**src/rtl/cpu_seq_ctrl.sv**
```systemverilog
// Multi-cycle FETCH/DECODE/EXEC/MEM/WB sequencer for the 16-bit CPU datapath with RAM req/ack.
// Optional SEQ_SINGLE_STEP_EN adds i_step: FETCH exits once per rising edge of step.
module cpu_seq_ctrl #(
  parameter int OP_W    = 7,
  parameter int ALUOP_W = 3,
  parameter int TMO     = 15,
  parameter int CNT_W   = 16
) (
  input  logic               i_clk,
  input  logic               i_rst,
  input  logic               i_run,
`ifdef SEQ_SINGLE_STEP_EN
  input  logic               i_step,
`endif
  input  logic [OP_W-1:0]    i_opcode,
  input  logic               i_mem_ack,
  output logic               o_ir_load,
  output logic               o_pc_en,
  output logic               o_wr_en,
  output logic               o_wb_sel,
  output logic               o_mem_req,
  output logic               o_m_wr_en,
  output logic [ALUOP_W-1:0] o_alu_op,
  output logic [2:0]         o_state,
  output logic               o_halted,
  output logic               o_err,
  output logic [CNT_W-1:0]   o_instr_cnt
);

  typedef enum logic [2:0] {
    S_FETCH  = 3'd0,
    S_DECODE = 3'd1,
    S_EXEC   = 3'd2,
    S_MEM    = 3'd3,
    S_WB     = 3'd4,
    S_HALT   = 3'd5
  } state_e;

  typedef enum logic [2:0] {
    C_NOP   = 3'd0,
    C_ALU   = 3'd1,
    C_LOAD  = 3'd2,
    C_STORE = 3'd3,
    C_HALT  = 3'd4
  } cls_e;

  typedef struct packed {
    cls_e               cls;
    logic [ALUOP_W-1:0] alu_op;
  } dec_t;

  localparam logic [7:0] TMO_C = 8'(TMO);

  function automatic dec_t decode(input logic [OP_W-1:0] op);
    dec_t d;
    d.cls    = C_NOP;
    d.alu_op = '0;
    if (op >= OP_W'(1) && op <= OP_W'(7)) begin
      d.cls    = C_ALU;
      d.alu_op = ALUOP_W'(op - OP_W'(1));
    end else if (op == OP_W'(8)) begin
      d.cls    = C_LOAD;
      d.alu_op = ALUOP_W'(7);
    end else if (op == OP_W'(9)) begin
      d.cls    = C_STORE;
      d.alu_op = ALUOP_W'(7);
    end else if (op == OP_W'(10)) begin
      d.cls    = C_HALT;
    end
    return d;
  endfunction

  state_e             r_state;
  cls_e               r_cls;
  logic [ALUOP_W-1:0] r_alu_op;
  logic [7:0]         r_wcnt;
  logic               r_err;
  logic [CNT_W-1:0]   r_cnt;
  logic               r_run;
  logic               r_pc_en;
  logic               r_wr_en;
  logic               r_wb_sel;
  logic               r_mem_req;
  logic               r_m_wr_en;
  logic               w_go;
  dec_t               w_dec;

  assign w_dec = decode(i_opcode);

`ifdef SEQ_SINGLE_STEP_EN
  logic r_step_q;
  logic r_step_pend;

  // A step edge seen mid-instruction is remembered until the next FETCH consumes it.
  always_ff @(posedge i_clk or negedge i_rst) begin
    if (!i_rst) begin
      r_step_q    <= 1'b0;
      r_step_pend <= 1'b0;
    end else begin
      r_step_q <= i_step;
      if (i_step && !r_step_q)
        r_step_pend <= 1'b1;
      else if (r_state == S_FETCH && w_go)
        r_step_pend <= 1'b0;
    end
  end

  assign w_go = r_run & r_step_pend;
`else
  assign w_go = r_run;
`endif

  // run is registered so ir_load is a decode of flops only; back-to-back issue is unaffected.
  always_ff @(posedge i_clk or negedge i_rst) begin
    if (!i_rst) begin
      r_state   <= S_FETCH;
      r_cls     <= C_NOP;
      r_alu_op  <= '0;
      r_wcnt    <= '0;
      r_err     <= 1'b0;
      r_cnt     <= '0;
      r_run     <= 1'b0;
      r_pc_en   <= 1'b0;
      r_wr_en   <= 1'b0;
      r_wb_sel  <= 1'b0;
      r_mem_req <= 1'b0;
      r_m_wr_en <= 1'b0;
    end else begin
      r_run     <= i_run;
      r_pc_en   <= 1'b0;
      r_wr_en   <= 1'b0;
      r_wb_sel  <= 1'b0;
      r_mem_req <= 1'b0;
      r_m_wr_en <= 1'b0;
      case (r_state)
        S_FETCH: begin
          if (w_go) r_state <= S_DECODE;
        end
        S_DECODE: begin
          r_cls    <= w_dec.cls;
          r_alu_op <= w_dec.alu_op;
          r_state  <= (w_dec.cls == C_HALT) ? S_HALT : S_EXEC;
        end
        S_EXEC: begin
          r_wcnt <= '0;
          if (r_cls == C_LOAD || r_cls == C_STORE) begin
            r_state   <= S_MEM;
            r_mem_req <= 1'b1;
            r_m_wr_en <= (r_cls == C_STORE);
          end else begin
            r_state  <= S_WB;
            r_pc_en  <= 1'b1;
            r_wr_en  <= (r_cls == C_ALU);
          end
        end
        S_MEM: begin
          // An ack on the last allowed cycle still completes the access.
          if (i_mem_ack) begin
            r_state  <= S_WB;
            r_pc_en  <= 1'b1;
            r_wr_en  <= (r_cls == C_LOAD);
            r_wb_sel <= (r_cls == C_LOAD);
          end else if (r_wcnt + 8'd1 == TMO_C) begin
            r_err   <= 1'b1;
            r_state <= S_HALT;
          end else begin
            r_wcnt    <= r_wcnt + 8'd1;
            r_mem_req <= 1'b1;
            r_m_wr_en <= (r_cls == C_STORE);
          end
        end
        S_WB: begin
          r_cnt   <= r_cnt + CNT_W'(1);
          r_state <= S_FETCH;
        end
        S_HALT: begin
          r_state <= S_HALT;
        end
        default: begin
          r_state <= S_FETCH;
        end
      endcase
    end
  end

  assign o_ir_load   = (r_state == S_FETCH) & w_go;
  assign o_pc_en     = r_pc_en;
  assign o_wr_en     = r_wr_en;
  assign o_wb_sel    = r_wb_sel;
  assign o_mem_req   = r_mem_req;
  assign o_m_wr_en   = r_m_wr_en;
  assign o_alu_op    = r_alu_op;
  assign o_state     = r_state;
  assign o_halted    = (r_state == S_HALT);
  assign o_err       = r_err;
  assign o_instr_cnt = r_cnt;

endmodule
```
**config.mk**
```make
export PLATFORM = sky130hd
export DESIGN_NAME = cpu_seq_ctrl
export DESIGN_NICKNAME = d
export VERILOG_FILES = /design/src/rtl/cpu_seq_ctrl.sv
export SDC_FILE = /design/constraint.sdc
export NUM_CORES = 1
export LEC_CHECK = 0
export ABC_AREA = 1
export BUFFER_PORTS_ARGS = -buffer_cell sky130_fd_sc_hd__buf_2
export CAP_MARGIN = 0
export CORE_MARGIN = 10
export CORE_UTILIZATION = 59
export CTS_BUF_LIST = sky130_fd_sc_hd__clkbuf_4 sky130_fd_sc_hd__clkbuf_8 sky130_fd_sc_hd__clkbuf_16
export DETAILED_ROUTE_END_ITERATION = 16
export PLACE_DENSITY = 0.84
export SLEW_MARGIN = 25
export SYNTH_ARGS = -nofsm -noshare
export SYNTH_HDL_FRONTEND = slang
export SYNTH_SLANG_ARGS = --single-unit
```
**constraint.sdc**
```tcl
create_clock -name i_clk -period 3.05 [get_ports i_clk]
set_clock_uncertainty 0.2 [all_clocks]
set_input_delay 0 -clock i_clk [delete_from_list [all_inputs] [get_ports i_clk]]
set_output_delay 0 -clock i_clk [all_outputs]
set_load 0.02 [all_outputs]
```
==> PnR_summary.wiki <==
{| class="wikitable"
! Metric !! Value
|-
| Number of flops mapped to enable cells by yosys || 0
|-
| Post-route antenna net violation count || 0
|-
| Syn-to-layout area delta || 21.6%
|-
| HPWL Detailed || 3.65 mm
|-
| Filler Cell Count || 271
|-
| Number of cells produced by synthesis || 257
|-
| Worst r2r dst || r_wcnt[7]
|-
| Max stage delay cell, worst path || sky130_fd_sc_hd__dlygate4sd3_1
|-
| Synth area leaders || sky130_fd_sc_hd__dfrtp_1 45%, sky130_fd_sc_hd__nand2_1 9.3%, sky130_fd_sc_hd__inv_1 5.7%, sky130_fd_sc_hd__xor2_1 4.7%, sky130_fd_sc_hd__ha_1 4.5%
|-
| Final period demand of the worst path || 2.51 ns
|-
| Crit path setup slack, layout || 0.545 ns
|-
| Met1 Usage GRT || 17.5%
|-
| Worst hold path startpoint || i_opcode[1]
|-
| Maximum number of pins on one net before global-route repair || 41
|-
| WP data arrival || 2.55 ns
|-
| Full die area || 0.00662 mm^2
|-
| Buffers inserted by post-CTS timing repair || 0
|-
| Via count of the first global-routing pass || 1,977
|-
| Yosys Warn Count || 0
|-
| Number of hold-slack violations in the final timing report || 0
|-
| Startpoint types || primary input
|-
| Static leakage || 0.00145 uW
|-
| Post-route fraction of the period consumed by the critical path || 82.1%
|-
| Kind of critical path || in2reg
|-
| Yosys top cell by area || sky130_fd_sc_hd__dfrtp_1
|-
| Synthesized area divided by synthesized cell count || 8.64 um^2
|-
| Post-detailed-route DRC marker count || 0
|-
| Maximum level of the CTS H-tree || 2
|-
| Setup tns final || 0 ns
|-
| Initial detailed-routing violation count || 101
|-
| Flip-flop cell with the highest count after synthesis || sky130_fd_sc_hd__dfrtp_1
|-
| Fraction of the mapped netlist area in simple logic gates || 31.7%
|-
| TritonCTS clock tree || done
|-
| Multiplexer share of the synthesized area || 0%
|-
| Wire length of the first global-routing pass || 8.74 mm
|-
| Later-pin clock latency in the skew report || 0.30 ns
|-
| Startpoint of the lowest-slack register-to-register path || r_wcnt[0]
|-
| HP Class || in2reg
|-
| Final wirelength || 5.12 mm
|-
| Hold Buf Count CTS || 12
|-
| Maximum root-to-sink buffer count || 2
|-
| Number of antenna violations at the first check in global routing || 1
|-
| Setup slack of the most critical reg-to-reg path || 1.17 ns
|-
| Ports placed on the boundary || 41
|-
| Register bit count reported by yosys || 40
|-
| Instance area at placement || 0.00248 mm^2
|-
| Part of the Yosys area used for sequential elements || 45.1%
|-
| Main combinational cell family by area after synthesis || simple AND/OR/NAND/NOR gates
|-
| Top Family by Delay on Critical Path || buffers and inverters
|-
| Port bufs || 40
|-
| First-pass detailed-route iteration total || 4
|-
| Total power divided by cell area || 646 mW/mm^2
|-
| Resized Gates After CTS || 0
|-
| Cell row count || 22
|-
| Synthesized netlist net count || 276
|-
| Clk slew on worst S/H paths || 0.08 ns
|-
| Worst hold stages || 5
|-
| Chip height || 81.4 um
|-
| Netlist cell types || 31
|-
| Area fraction in compound gates after synthesis || 5.13%
|-
| Met2 routing resource usage after global routing || 30.7%
|-
| Transition time at the pin with the least slew margin || 0.875 ns
|-
| Routability Congestion || 0.855
|-
| FMAX || 0.399 GHz
|-
| Via count || 1,844
|-
| Root Buffer || sky130_fd_sc_hd__clkbuf_8
|-
| Chip Width || 81.4 um
|-
| Number of sinks handled by clock tree synthesis || 40
|-
| Met3 track demand over resource in global routing || 4.86%
|-
| CP bufs+invs || 5
|-
| Critical path required time || 3.09 ns
|-
| Synthesized area || 0.00222 mm^2
|-
| Finished Cell Area || 0.00270 mm^2
|-
| Result of the run || finished, final reports clean
|-
| Top cells by count, synth || 55 x sky130_fd_sc_hd__nand2_1, 40 x sky130_fd_sc_hd__dfrtp_1, 34 x sky130_fd_sc_hd__inv_1
|-
| Multi-input combinational cell area || 0.00107 mm^2
|-
| CP max FO || 4
|-
| Global-route usage over all layers || 16.8%
|-
| R2r worst-path depth || 9
|-
| GRT Max-Usage Layer || met2
|-
| Worst IR drop on VDD || 0.000500 V
|-
| Leading cell type by number of instances after synthesis || sky130_fd_sc_hd__nand2_1
|-
| Unrepaired setup endpoints after global routing || false
|-
| Share of Yosys cell area claimed by the top area cell type || 45.1%
|-
| CP cell instances || dlygate4sd3_1 -> buf_2 -> nor2_1 -> dlygate4sd3_1 -> nand2_1 -> dlygate4sd3_1 -> nor2_1 -> inv_1 -> nor2_1 -> nor2_2 -> o21ai_1 -> o21a_1
|-
| Async SR Flop Fraction || 100%
|-
| Worst Hold End || o_alu_op[1]
|-
| Max-cap viol count || 0
|-
| Nets || 335
|-
| Max-slew violation count || 0
|-
| Placeable core region || 0.00366 mm^2
|-
| Worst slew margin relative to its limit || 41.7%
|-
| Post-DR wirelength/cell || 14.0 um
|-
| Number of buffers created by CTS || 5
|-
| Category of the worst setup path capture point || flip-flop
|-
| Number of setup violations in the final report || 0
|-
| Adder-cell share of the synthesized area || 4.51%
|-
| Share of layout cells above drive strength 1 || 27.1%
|-
| Number of vias per cell || 5.04
|-
| Total overflow reported by the global router || 0
|-
| Initial Util || 60.7%
|-
| Total area of sequential cells || 0.00100 mm^2
|-
| Worst setup slack after placement || 1.18 ns
|-
| Peak per-stage delay on the critical path || 0.56 ns
|-
| Xor and xnor fraction of the mapped netlist area || 6.65%
|}
-- cells in the final DEF, fill, tap and decap left out, types with 4 or more instances in the layout --
cell type,Yosys,routed
sky130_fd_sc_hd__xor2_1,12,12
sky130_fd_sc_hd__nor2_1,22,22
sky130_fd_sc_hd__nand2_1,55,55
sky130_fd_sc_hd__buf_2,0,40
sky130_fd_sc_hd__inv_1,34,34
sky130_fd_sc_hd__nor2_2,8,8
sky130_fd_sc_hd__inv_2,7,7
sky130_fd_sc_hd__dlygate4sd3_1,0,12
sky130_fd_sc_hd__nand3_1,17,17
sky130_fd_sc_hd__dfrtp_1,40,40
sky130_fd_sc_hd__o21ai_1,4,4
sky130_fd_sc_hd__nor2_4,5,5
sky130_fd_sc_hd__clkbuf_8,0,6
sky130_fd_sc_hd__ha_1,8,8
sky130_fd_sc_hd__nand4_1,5,5
sky130_fd_sc_hd__nand2_2,8,8
-- through the flow --
step | total power [uW] | util, % | hold slack (ns) | instances
floorplan | 1170 | - | -0.496 | 257
global placement | 1340 | 67.8 | -0.0890 | 345
detailed placement | 1360 | 67.8 | -0.0898 | 345
CTS | 1750 | 73.7 | 0.00346 | 365
global route | 1860 | 73.8 | 0.0608 | 366
finish | 1740 | 73.8 | 0.0301 | 366
-- kinds of logic (layout without fill, tap and decap cells) --
kind of cell	Yosys count	after routing
adders and majority gates	8	8
AOI/OAI and AO/OA	18	18
and+or+nand+nor	134	134
buffers and inverters	41	101
xor gates and xnor gates	16	16
DFF	40	40
other	0	1
-- worst max path at each step --
stage,cells past startpoint,slack [ns],to,start
after floorplan,7,1.34,o_instr_cnt[15],o_state[1]
after global placement,10,1.28,o_state[2],r_wcnt[0]
after detailed placement,9,1.18,r_wcnt[7],r_wcnt[0]
after CTS,12,0.63,o_alu_op[1],i_opcode[4]
after global routing,12,0.43,o_alu_op[1],i_opcode[4]
final,12,0.54,o_alu_op[1],i_opcode[4]
-- worst register-to-register path: stages, from the launching register on --
cell,delay (ns)
sky130_fd_sc_hd__dfrtp_1,0.45
sky130_fd_sc_hd__ha_1,0.23
sky130_fd_sc_hd__nand3_1,0.14
sky130_fd_sc_hd__o21bai_2,0.18
sky130_fd_sc_hd__nand3_2,0.10
sky130_fd_sc_hd__nor2_4,0.14
sky130_fd_sc_hd__nand3_4,0.11
sky130_fd_sc_hd__nand2_4,0.14
sky130_fd_sc_hd__nand2_1,0.07
sky130_fd_sc_hd__nand2_1,0.07
-- sequential cells by signal, summed over array words and instances, names as in the netlist --
signal,cells
r_cls,3
o_wb_sel,1
o_mem_req,1
o_state,3
o_pc_en,1
r_wcnt,8
o_instr_cnt,16
r_run,1
o_m_wr_en,1
o_alu_op,3
o_wr_en,1
o_err,1
-- layer usage --
metal | vias up | part of all wire (%)
met2 | 34 | 55
met5 | - | 0
met3 | 7 | 3.6
met1 | 876 | 40
met4 | 0 | 1.7
li1 | 927 | -
-- layout make-up --
cell class                 count  area share [%]
multi-input combinational    176            39.5
sequential                    40            37.1
timing repair buffer          52            11.9
inverter                      41            5.70
clock buffer                   6            3.06
tap                           48            2.22
clock inverter                 2           0.556
antenna                        1          0.0926
-- report_power, final --
part | switching (uW) | total, uW | internal, uW
registers | 116 | 750 | 634
logic | 398 | 618 | 220
clock network | 193 | 376 | 183
(Power assumes the default switching activity.)
